==> src/rtl/starfield_speed_ctl.sv <==
// Starfield speed register driver: ramps or jumps toward a CPU-set target,
// issuing writes to the starfield only at the start of vertical blanking.
module starfield_speed_ctl #(
  parameter int unsigned STEP_FRAMES = 4
) (
  input  logic       clk,
  input  logic       rst,
  input  logic       vblank,
  input  logic       cpu_wr,
  input  logic [7:0] cpu_data,
  output logic       sf_write,
  output logic [7:0] sf_data,
  output logic [3:0] cur_speed,
  output logic       busy
);

  localparam int unsigned SPEED_W = 4;
  localparam int unsigned CNT_W   = 8;
  localparam logic [CNT_W-1:0] STEP_LAST = CNT_W'(STEP_FRAMES - 1);

  typedef enum logic [1:0] {
    IDLE = 2'd0,
    RAMP = 2'd1,
    JUMP = 2'd2
  } state_t;

  state_t             state, state_nxt;
  logic [SPEED_W-1:0] target, target_nxt;
  logic               imm_pend, imm_pend_nxt;
  logic [CNT_W-1:0]   frame_cnt, frame_cnt_nxt;
  logic [SPEED_W-1:0] cur_speed_nxt;
  logic               sf_write_nxt;
  logic [7:0]         sf_data_nxt;
  logic               busy_nxt;
  logic               vb_q, vb_qq, vb_edge;

  // Vblank history; the registered rising edge is what the FSM acts on
  always_ff @(posedge clk or posedge rst) begin
    if (rst) begin
      vb_q    <= 1'b0;
      vb_qq   <= 1'b0;
      vb_edge <= 1'b0;
    end else begin
      vb_q    <= vblank;
      vb_qq   <= vb_q;
      vb_edge <= vb_q & ~vb_qq;
    end
  end

  always_ff @(posedge clk or posedge rst) begin
    if (rst) begin
      state     <= IDLE;
      target    <= '0;
      imm_pend  <= 1'b0;
      frame_cnt <= '0;
      cur_speed <= '0;
      sf_write  <= 1'b0;
      sf_data   <= '0;
      busy      <= 1'b0;
    end else begin
      state     <= state_nxt;
      target    <= target_nxt;
      imm_pend  <= imm_pend_nxt;
      frame_cnt <= frame_cnt_nxt;
      cur_speed <= cur_speed_nxt;
      sf_write  <= sf_write_nxt;
      sf_data   <= sf_data_nxt;
      busy      <= busy_nxt;
    end
  end

  // A CPU write takes priority over any step or jump landing in the same cycle
  always_comb begin
    target_nxt    = target;
    imm_pend_nxt  = imm_pend;
    frame_cnt_nxt = frame_cnt;
    cur_speed_nxt = cur_speed;
    sf_write_nxt  = 1'b0;
    sf_data_nxt   = sf_data;
    state_nxt     = state;

    if (cpu_wr) begin
      target_nxt    = cpu_data[3:0];
      imm_pend_nxt  = cpu_data[4];
      frame_cnt_nxt = '0;
    end else begin
      case (state)
        JUMP: begin
          if (vb_edge) begin
            cur_speed_nxt = target;
            sf_data_nxt   = {4'b0, target};
            sf_write_nxt  = 1'b1;
            imm_pend_nxt  = 1'b0;
            frame_cnt_nxt = '0;
          end
        end
        RAMP: begin
          if (vb_edge) begin
            if (frame_cnt == STEP_LAST) begin
              frame_cnt_nxt = '0;
              cur_speed_nxt = (cur_speed < target) ? cur_speed + SPEED_W'(1)
                                                   : cur_speed - SPEED_W'(1);
              sf_data_nxt   = {4'b0, cur_speed_nxt};
              sf_write_nxt  = 1'b1;
            end else begin
              frame_cnt_nxt = frame_cnt + CNT_W'(1);
            end
          end
        end
        default: frame_cnt_nxt = '0;
      endcase
    end

    if (imm_pend_nxt)                    state_nxt = JUMP;
    else if (cur_speed_nxt != target_nxt) state_nxt = RAMP;
    else                                  state_nxt = IDLE;

    busy_nxt = (cur_speed_nxt != target_nxt) | imm_pend_nxt;
  end

endmodule

==> config.mk <==
export PLATFORM = sky130hd
export DESIGN_NAME = starfield_speed_ctl
export DESIGN_NICKNAME = d
export VERILOG_FILES = /design/src/rtl/starfield_speed_ctl.sv
export SDC_FILE = /design/constraint.sdc
export NUM_CORES = 1
export LEC_CHECK = 0
export BUFFER_PORTS_ARGS = -buffer_cell sky130_fd_sc_hd__buf_4
export CORE_MARGIN = 2
export CORE_UTILIZATION = 56
export CTS_CLUSTER_DIAMETER = 150
export DETAILED_ROUTE_END_ITERATION = 7
export HOLD_SLACK_MARGIN = 0.02
export PLACE_DENSITY = 0.82
export SYNTH_ARGS = -nofsm -noshare
export SYNTH_HDL_FRONTEND = slang
export SYNTH_SLANG_ARGS = --single-unit
export TNS_END_PERCENT = 5
==> constraint.sdc <==
create_clock -name clk -period 4.13 [get_ports clk]
set_clock_uncertainty 0.1 [all_clocks]
set_input_delay 1.0325 -clock clk [delete_from_list [all_inputs] [get_ports clk]]
set_output_delay 1.0325 -clock clk [all_outputs]
set_load 0.01 [all_outputs]
==> results.toml <==
[sta]
worst_pin_slew_ns = 1.009
period_minus_slack_ns = 3.307
drv_slew = 0
hold_viol = 0
setup_tns_ns = 0
rsz0062_at_grt = "no"
fmax_mhz = 302.4
slew_headroom_pct = 32.66
setup_viol = 0
period_share_pct = 80.06

[synthesis]
yosys_most_used_dff = "dfrtp_1"
synthXorXnorAreaFrac_pct = 3.201
synth_compound_area_share_pct = 19.28
synthCells = 169
synth_simple_gate_area_share_pct = 19.05
synth_top_family_by_area = "compound AO/OA/AOI/OAI gates"
yosysSeqAreaShare_pct = 41.16
synthAdderAreaFrac_pct = 7.317
synth.area.top_cells = "dfrtp_1 41%, ha_1 6.1%, o21ai_0 5.2%, nand2_1 3.4%, mux2i_1 3.0%"
synth_mux_area_share_pct = 4.421
ys_warn_count = 0
synth_top_cell_area_share_pct = 41.16
synth_edf_count = 0
synth_seq_cells = 27
async_flop_share_pct = 100.0
synth_top_area_cell = "dfrtp_1"
avgSynthCellArea_um2 = 9.713
ys_types = 44
syn-cell-area_um2 = 1642

[route]
drt_wl_total_um = 3246
routed_via_density = 6.078
drc = 0
postRouteAntennaNets = 0
routedWlPerCell_um = 14.89
drtPass1Iterations = 4
vias = 1325
drt_iter0_drc = 47

[global_routing]
grt_overflow_total = 0
grt_pass1_vias = 1294
grt_max_degree = 28
grt_first_pass_wirelength_um = 5740
antenna_found_initial = 0
grt_usage_pct = 22.25

[die]
core_area_um2 = 2781
die_h_um = 58.14
start_util_pct = 59.02
rows = 19
die-width_um = 58.14
num_io_pins = 26
dieArea_um2 = 3380

[pwr]
switching_share_pct = 40.17
seqPwrFrac_pct = 37.5
ir_drop_mv = 0.5320
leakage_nw = 0.8247
p_sw_mw = 0.3790
clkPwrFrac_pct = 12.6
comb_power_share_pct = 49.9
power.internal_mw = 0.5645
power_mw = 0.9435
pwr_density_cell_nw_per_um2 = 521.1

[final_layout]
multi_input_area_um2 = 889.6
num-nets-final = 209
layout_commonest_cell = "dfrtp_1"
seqCellArea_um2 = 675.6
drive_gt1_share_pct = 17.65
final_area_um2 = 1810
n_fill_cell = 231
final_cell_mix = "27 x dfrtp_1, 18 x buf_4, 17 x o21ai_0"
syn2layout_area_growth_pct = 10.29
diodes = 0

[cts]
root_buffer = "clkbuf_4"
cts_tree = "yes"
cts.htree.levels = 1
post_cts_buffers = 0
cts_buffers = 3
clk_latency_ns = 0.33
cts_sinks = 27
cts_resized = 0
clkTransAtPathRegs_ns = 0.16
cts_buffer_depth = 2
cts_hold_buf = 0

[setup_path]
reg2reg_from = "cur_speed[1]"
critPathLaunch = "cur_speed[1]"
worstPathMaxFanout = 6
r2r_end = "busy"
cp-end-kind = "flop"
r2r_setup_slack_ns = 0.82
crit_type = "reg2reg"
crit_end = "busy"
worstPathRequired_ns = 4.23
startpoint_type = "flop"
reg2reg_depth = 10
critPathArrivalTime_ns = 3.41

[status]
status = "finished clean"

[place]
portBuffers = 18
place_hpwl_um = 2425
postPlaceCellArea_um2 = 1784
place_congestion = 0.8669

[min_path]
hp-class = "reg2reg"

[flow_run]
maxCapViolCount = 0
how the worst min path moves through the flow:
stage | from | endpoint | slack [ns] | cells past startpoint
3_5_place_dp | vb_q | vb_qq | 0.26 | 0
2_1_floorplan | vb_q | vb_qq | 0.25 | 0
5_1_grt | vb_q | vb_qq | 0.31 | 0
3_3_place_gp | vb_q | vb_qq | 0.25 | 0
4_1_cts | vb_q | vb_qq | 0.29 | 0
6_report | vb_q | vb_qq | 0.29 | 0
state kept, by name (all words and copies together), names as in the netlist:
register,count
vb_qq,1
imm_pend,1
sf_data,4
busy,1
sf_write,1
frame_cnt,8
vb_q,1
state,1
target,4
vb_edge,1
cur_speed,4
per-stage QoR:
step           hold WS (ns)  worst slack, ns  cells  utilization (%)
2_1_floorplan        0.2465            1.093    172                -
3_3_place_gp         0.2540           0.9573    214            64.15
3_5_place_dp         0.2608           0.8685    214            64.15
4_1_cts              0.2928           0.8349    218            65.09
5_1_grt              0.3129           0.6863    218            65.09
6_report             0.2910           0.8235    218            65.09
layout make-up:
type / instances / share of cell area [%]
sequential: 27 / 37.32
timing repair buffer: 18 / 7.464
clock buffer: 4 / 1.451
multi-input combinational: 126 / 49.14
tap: 31 / 2.142
inverter: 12 / 2.488
cells in the mapped netlist, types with 2 or more instances:
library cell and count:
clkbuf_1 2, nor2_1 10, nor3_1 3, o22ai_1 2
a21oi_1 5, o21ai_1 2, mux2_2 2, nand3_1 4
ha_1 8, nand2_1 15, o221ai_1 2, inv_1 12
o311ai_1 2, nor4b_2 2, o21ai_0 17, a31oi_1 2
o31a_1 2, dfrtp_1 27, buf_4 4, xnor2_1 5
nand2b_1 4, and2_1 2, or2_2 2, mux2i_1 5
nor2b_1 4, or4b_4 2, and3_1 4, o31ai_1 2
power by group through the flow:
stage,Clock (mW),Combinational (mW),Sequential [mW]
floorplan,0,0.329,0.365
global placement,0,0.452,0.356
detailed placement,0,0.469,0.360
CTS,0.119,0.472,0.354
global route,0.130,0.534,0.360
finish,0.119,0.470,0.354
logic make-up after synthesis:
| kind of cell | Yosys count |
|---|---|
| mux | 7 |
| fa+ha+maj | 9 |
| compound gates | 45 |
| simple gates | 55 |
| buf+inv | 19 |
| other cells | 1 |
| xor+xnor | 6 |
| flops | 27 |
routing by layer:
layer	global-route usage [%]	up-vias	share of wire, %
met5	0	-	0
met4	10.63	0	1.6
li1	-	641	-
met1	30.30	638	45
met3	2.679	4	4.6
met2	35.39	42	49
worst max-delay path, stage by stage, from the launching register on:
cell	delay, ns
dfrtp_1	0.50
ha_1	0.33
a2111o_1	0.41
and2_1	0.21
ha_1	0.33
a21oi_1	0.20
a21oi_1	0.11
or2_2	0.33
a211o_1	0.30
xnor2_1	0.23
nand4bb_1	0.14
(Power assumes the default switching activity.)
